### config.mk
export PLATFORM = sky130hd
export DESIGN_NAME = seq_scan_ctrl
export DESIGN_NICKNAME = d
export VERILOG_FILES = /design/src/rtl/seq_scan_ctrl.sv
export SDC_FILE = /design/constraint.sdc
export NUM_CORES = 1
export LEC_CHECK = 0
export ABC_AREA = 1
export BUFFER_PORTS_ARGS = -buffer_cell sky130_fd_sc_hd__buf_2
export CORE_ASPECT_RATIO = 2
export CORE_MARGIN = 5
export CORE_UTILIZATION = 45
export DETAILED_ROUTE_END_ITERATION = 7
export HOLD_SLACK_MARGIN = 0.03
export PLACE_DENSITY = 0.7
export SYNTH_ARGS = -nofsm -noshare
export SYNTH_HDL_FRONTEND = slang
export SYNTH_SLANG_ARGS = --single-unit
### constraint.sdc
create_clock -name clk -period 2.61 [get_ports clk]
set_clock_uncertainty 0.1 [all_clocks]
set_input_delay 0.261 -clock clk [delete_from_list [all_inputs] [get_ports clk]]
set_output_delay 0.261 -clock clk [all_outputs]
set_load 0.03 [all_outputs]
### src/rtl/seq_scan_ctrl.sv
// Word-to-serial scan controller with a programmable Mealy pattern detector.
// Counts pattern matches per accepted word and pulses done after the last bit.
module seq_scan_ctrl #(
    parameter int DATA_W = 16,
    parameter int PAT_W  = 8,
    parameter int CNT_W  = 5,
    localparam int LEN_W = $clog2(PAT_W + 1)
) (
    input  logic              clk,
    input  logic              aresetn,
    input  logic              cfg_we,
    input  logic [PAT_W-1:0]  cfg_pattern,
    input  logic [LEN_W-1:0]  cfg_len,
    input  logic              cfg_overlap,
    input  logic              in_valid,
    output logic              in_ready,
    input  logic [DATA_W-1:0] in_data,
    output logic              busy,
    output logic              bit_valid,
    output logic              bit_out,
    output logic              match,
    output logic              done,
    output logic [CNT_W-1:0]  match_count
);

    localparam int IDX_W = $clog2(DATA_W);
    localparam logic [IDX_W-1:0] IDX_MAX = IDX_W'(DATA_W - 1);
    localparam logic [PAT_W:0] ONE = 1;
    localparam logic [LEN_W:0] LONE = 1;
    localparam logic [LEN_W-1:0] FILL_MAX = LEN_W'(PAT_W);
    localparam logic [PAT_W-1:0] PAT_RST = PAT_W'(5);
    localparam logic [LEN_W-1:0] LEN_RST = LEN_W'(3);

    typedef enum logic [1:0] {
        IDLE,
        SCAN,
        DONE
    } state_t;

    state_t            state;
    logic [DATA_W-1:0] word;
    logic [IDX_W-1:0]  idx;
    logic [PAT_W-1:0]  hist;
    logic [PAT_W-1:0]  pat;
    logic [LEN_W-1:0]  len;
    logic [LEN_W-1:0]  fill;
    logic              ovl;
    logic [PAT_W:0]    window;
    logic [PAT_W:0]    mask;
    logic              cfg_ok;
    logic              accept;

    assign accept  = in_valid && in_ready;
    assign cfg_ok  = (cfg_len != '0) && (cfg_len <= FILL_MAX);
    assign bit_out = bit_valid & word[idx];

    // Window bit k is the bit seen k cycles ago; compare only the low len bits.
    assign window = {hist, bit_out};
    assign mask   = (ONE << len) - ONE;
    assign match  = bit_valid
                 && ((window & mask) == ({1'b0, pat} & mask))
                 && (({1'b0, fill} + LONE) >= {1'b0, len});

    always_ff @(posedge clk or negedge aresetn) begin
        if (!aresetn) begin
            state       <= IDLE;
            in_ready    <= 1'b1;
            busy        <= 1'b0;
            bit_valid   <= 1'b0;
            done        <= 1'b0;
            match_count <= '0;
            word        <= '0;
            idx         <= '0;
            hist        <= '0;
            fill        <= '0;
            pat         <= PAT_RST;
            len         <= LEN_RST;
            ovl         <= 1'b1;
        end else begin
            unique case (state)
                IDLE: begin
                    if (cfg_we && cfg_ok) begin
                        pat <= cfg_pattern;
                        len <= cfg_len;
                        ovl <= cfg_overlap;
                    end
                    if (accept) begin
                        state       <= SCAN;
                        word        <= in_data;
                        idx         <= IDX_MAX;
                        hist        <= '0;
                        fill        <= '0;
                        match_count <= '0;
                        in_ready    <= 1'b0;
                        busy        <= 1'b1;
                        bit_valid   <= 1'b1;
                    end
                end
                SCAN: begin
                    hist <= window[PAT_W-1:0];
                    if (match && !ovl) begin
                        fill <= '0;
                    end else if (fill != FILL_MAX) begin
                        fill <= fill + 1'b1;
                    end
                    if (match && (match_count != '1)) begin
                        match_count <= match_count + 1'b1;
                    end
                    if (idx == '0) begin
                        state     <= DONE;
                        bit_valid <= 1'b0;
                        done      <= 1'b1;
                    end else begin
                        idx <= idx - 1'b1;
                    end
                end
                DONE: begin
                    state    <= IDLE;
                    done     <= 1'b0;
                    busy     <= 1'b0;
                    in_ready <= 1'b1;
                end
                default: begin
                    state <= IDLE;
                end
            endcase
        end
    end

endmodule

==> results.json <==
{
  "synth_area_um2": 3015,
  "synth_fp_nets": 424,
  "status": "complete, no violations",
  "hold_viol_final": 0,
  "drtIter0Drc": 146,
  "syn_area_per_cell_um2": 7.914,
  "min_delay_path_depth": 3,
  "r2r_cells": 15,
  "finalCriticalPeriod_ns": 2.580,
  "clockRootBuffer": "clkbuf_16",
  "worstSkewPairLatency_ns": 0.30,
  "finalPower_mw": 4.629,
  "worstHoldStart": "in_data[6]",
  "fin_ws_ns": 0.02971,
  "place_congestion": 0.8784,
  "cp-end-kind": "output port",
  "synthArstFlopShare": 1.000,
  "area_growth_pct": 22.20,
  "h-tree-depth": 2,
  "crit_type": "register to output port",
  "path_max_fanout": 4,
  "crit_buf_inv": 1,
  "grt_pass1_vias": 2721,
  "holdWs_ns": 0.05264,
  "dieArea_um2": 8537,
  "die_x_um": 67.88,
  "grt_overflow": 0,
  "num_vias": 2660,
  "hold_class": "primary input to register",
  "clkTransAtPathRegs_ns": 0.07,
  "core-area_um2": 6569,
  "grt_pass1_wl_um": 11880,
  "initial_core_util": 0.4590,
  "hold_end": "word[6]$_DFFE_PN0P_",
  "ant_nets": 0,
  "num_rows": 42,
  "postSynthCellCount": 381,
  "clkSinkCount": 56,
  "ys_seq_elements": 56,
  "p_leak_nw": 1.918,
  "port_buffers": 43,
  "insertedDiodeCount": 0,
  "grt_max_degree": 31,
  "fillers": 599,
  "cap_violations": 0,
  "relSlewSlack": 0.7329,
  "cts_buffers": 5,
  "min_period_over_period": 0.9886,
  "r2r-start": "fill[1]$_DFFE_PN0P_",
  "grt_usage": 0.1820,
  "synth.distinct_cells": 31,
  "drive_gt1_frac": 0.2545,
  "p_per_area_nw_per_um2": 1256,
  "antenna_found_initial": 0,
  "final_cell_mix": "nand2_1 (102), inv_1 (49), dfrtp_1 (48), buf_2 (42), nor2_1 (36)",
  "setup_violations": 0,
  "ir_drop_mv": 0.7363,
  "place_ws_ns": 0.1293,
  "tightest_slew_ns": 0.3996,
  "cpMostUsedCell": "nand2_1",
  "fmax_mhz": 387.6,
  "cp.required_ns": 2.25,
  "grt_setup_unrepaired": "true",
  "cp_slowest_cell": "dfrtp_1",
  "final_util": 0.5610,
  "ys_seq_area_frac": 0.4672,
  "synth_edf_count": 0,
  "final_net_count": 482,
  "cp.arrival_ns": 2.22,
  "wl_per_cell_um": 13.84,
  "drv_slew": 0,
  "ys.flop_type": "dfrtp_1",
  "hpwl_um": 5327,
  "r2r_end": "fill[0]$_DFFE_PN0P_",
  "cp_cell_sequence": "ha_2, xor2_2, ha_4, nand2_1, nor2_1, nand2_1, nand4_1, nand3_2, nor2_4, and3_4, buf_6",
  "cts_max_path_buffers": 2,
  "drtPass1Iterations": 7,
  "drt_wl_total_um": 7305,
  "fin_tns_setup_ns": 0,
  "drc": 0,
  "final_common_cell": "nand2_1",
  "cp-start-kind": "register",
  "synth_warnings": 0,
  "vias_per_cell": 5.038,
  "crit_family": "simple AND/OR/NAND/NOR gates",
  "fp.dieH_um": 125.8,
  "max_stage_delay_ns": 0.42,
  "cts_tree": "yes",
  "io_pins": 44,
  "r2r_slack_ns": 0.19
}
stage by stage:
step           instances  area [µm²]
2_1_floorplan        381        3015
3_3_place_gp         510        3351
3_5_place_dp         510        3351
5_1_grt              528        3685
4_1_cts              521        3575
6_report             528        3685
worst max-delay path by stage:
stage                     slack (ns)  depth (start not counted)                start                         end
final                           0.03                         11  fill[1]$_DFFE_PN0P_                       match
after global placement          0.19                         11  fill[0]$_DFFE_PN0P_                       match
after global routing           -0.08                         11  fill[1]$_DFFE_PN0P_                       match
after detailed placement        0.13                         11  fill[0]$_DFFE_PN0P_                       match
after floorplan                 0.31                         12  fill[0]$_DFFE_PN0P_  match_count[1]$_DFFE_PN0P_
after CTS                      -0.04                         11  fill[0]$_DFFE_PN0P_                       match
layout make-up:
class	instances	area, µm²	area share
inverters	56	210.2	0.05705
repair buffers	59	344.1	0.09338
well taps	88	110.1	0.02988
multi-input cells	261	1426	0.3871
clock inverters	1	30.03	0.008149
flip-flops and latches	56	1411	0.3830
clock buffers	7	152.6	0.04143
routing by layer:
layer / track usage / share of wire / vias to the layer above
met5: 0 / 0 / -
met4: 0.09965 / 0.042 / 0
met3: 0.03298 / 0.034 / 21
met2: 0.3360 / 0.56 / 58
met1: 0.1802 / 0.36 / 1251
li1: - / - / 1330
synth_stat cells, types with 2 or more instances:
| cell type | instances | area [µm²] |
|---|---|---|
| nand3_2 | 4 | 40.04 |
| nor2_2 | 2 | 12.51 |
| nor2_4 | 2 | 22.52 |
| o22ai_1 | 8 | 50.05 |
| nand2_4 | 2 | 22.52 |
| dfrtp_1 | 50 | 1251 |
| nor2_1 | 38 | 142.6 |
| nand2_2 | 4 | 25.02 |
| nand4_1 | 14 | 87.58 |
| nand2_1 | 104 | 390.4 |
| a21oi_1 | 11 | 55.05 |
| inv_1 | 50 | 187.7 |
| nand3_1 | 24 | 120.1 |
| ha_1 | 10 | 125.1 |
| dfstp_2 | 6 | 157.7 |
| xnor2_1 | 2 | 17.52 |
| o21ai_0 | 20 | 100.1 |
| mux2_2 | 5 | 56.30 |
| inv_2 | 5 | 18.77 |
| xor2_1 | 5 | 43.79 |
| clkbuf_1 | 5 | 18.77 |
worst reg2reg max path, delay by kind of cell, from the launching register on:
family / cells / cell delay [ns]
XOR/XNOR: 1 / 0.17
adder cells (fa/ha/maj): 2 / 0.52
buffers and inverters: 1 / 0.12
flip-flops: 1 / 0.42
AND/OR/NAND/NOR: 11 / 0.98
cell families (layout without fill, tap and decap cells):
kind of cell             after synthesis  count (layout)  share of synthesized area
AND/OR/NAND/NOR                      197             197                     0.2950
buffers and inverters                 64             123                    0.08133
flip-flops                            56              56                     0.4672
AO/OA/AOI/OAI                         42              42                    0.07594
adder cells (fa/ha/maj)               10              10                    0.04149
XOR/XNOR                               7               7                    0.02033
multiplexers                           5               5                    0.01867
sequential cells by signal (all words and copies together), names as in the netlist:
register	flops
done	1
state	2
fill	4
idx	4
bit_valid	1
in_ready	1
hist	8
word	16
ovl	1
len	4
busy	1
pat	8
match_count	5
where the power goes:
group          leakage, nW  switching (mW)  internal [mW]  total [mW]
Sequential           0.680           0.290           1.27        1.56
Combinational         1.15            1.40          0.857        2.25
Clock               0.0901           0.307          0.506       0.813
repair_timing:
action | CTS | global route
pin swaps | 3 | 8
setup buffers | 2 | 7
hold buffers | 1 | 0
gates resized for setup | 5 | 11
setup endpoints to repair | 1 | 9
hold endpoints to repair | 9 | 0
No activity file was read; power rests on OpenSTA's default activity.
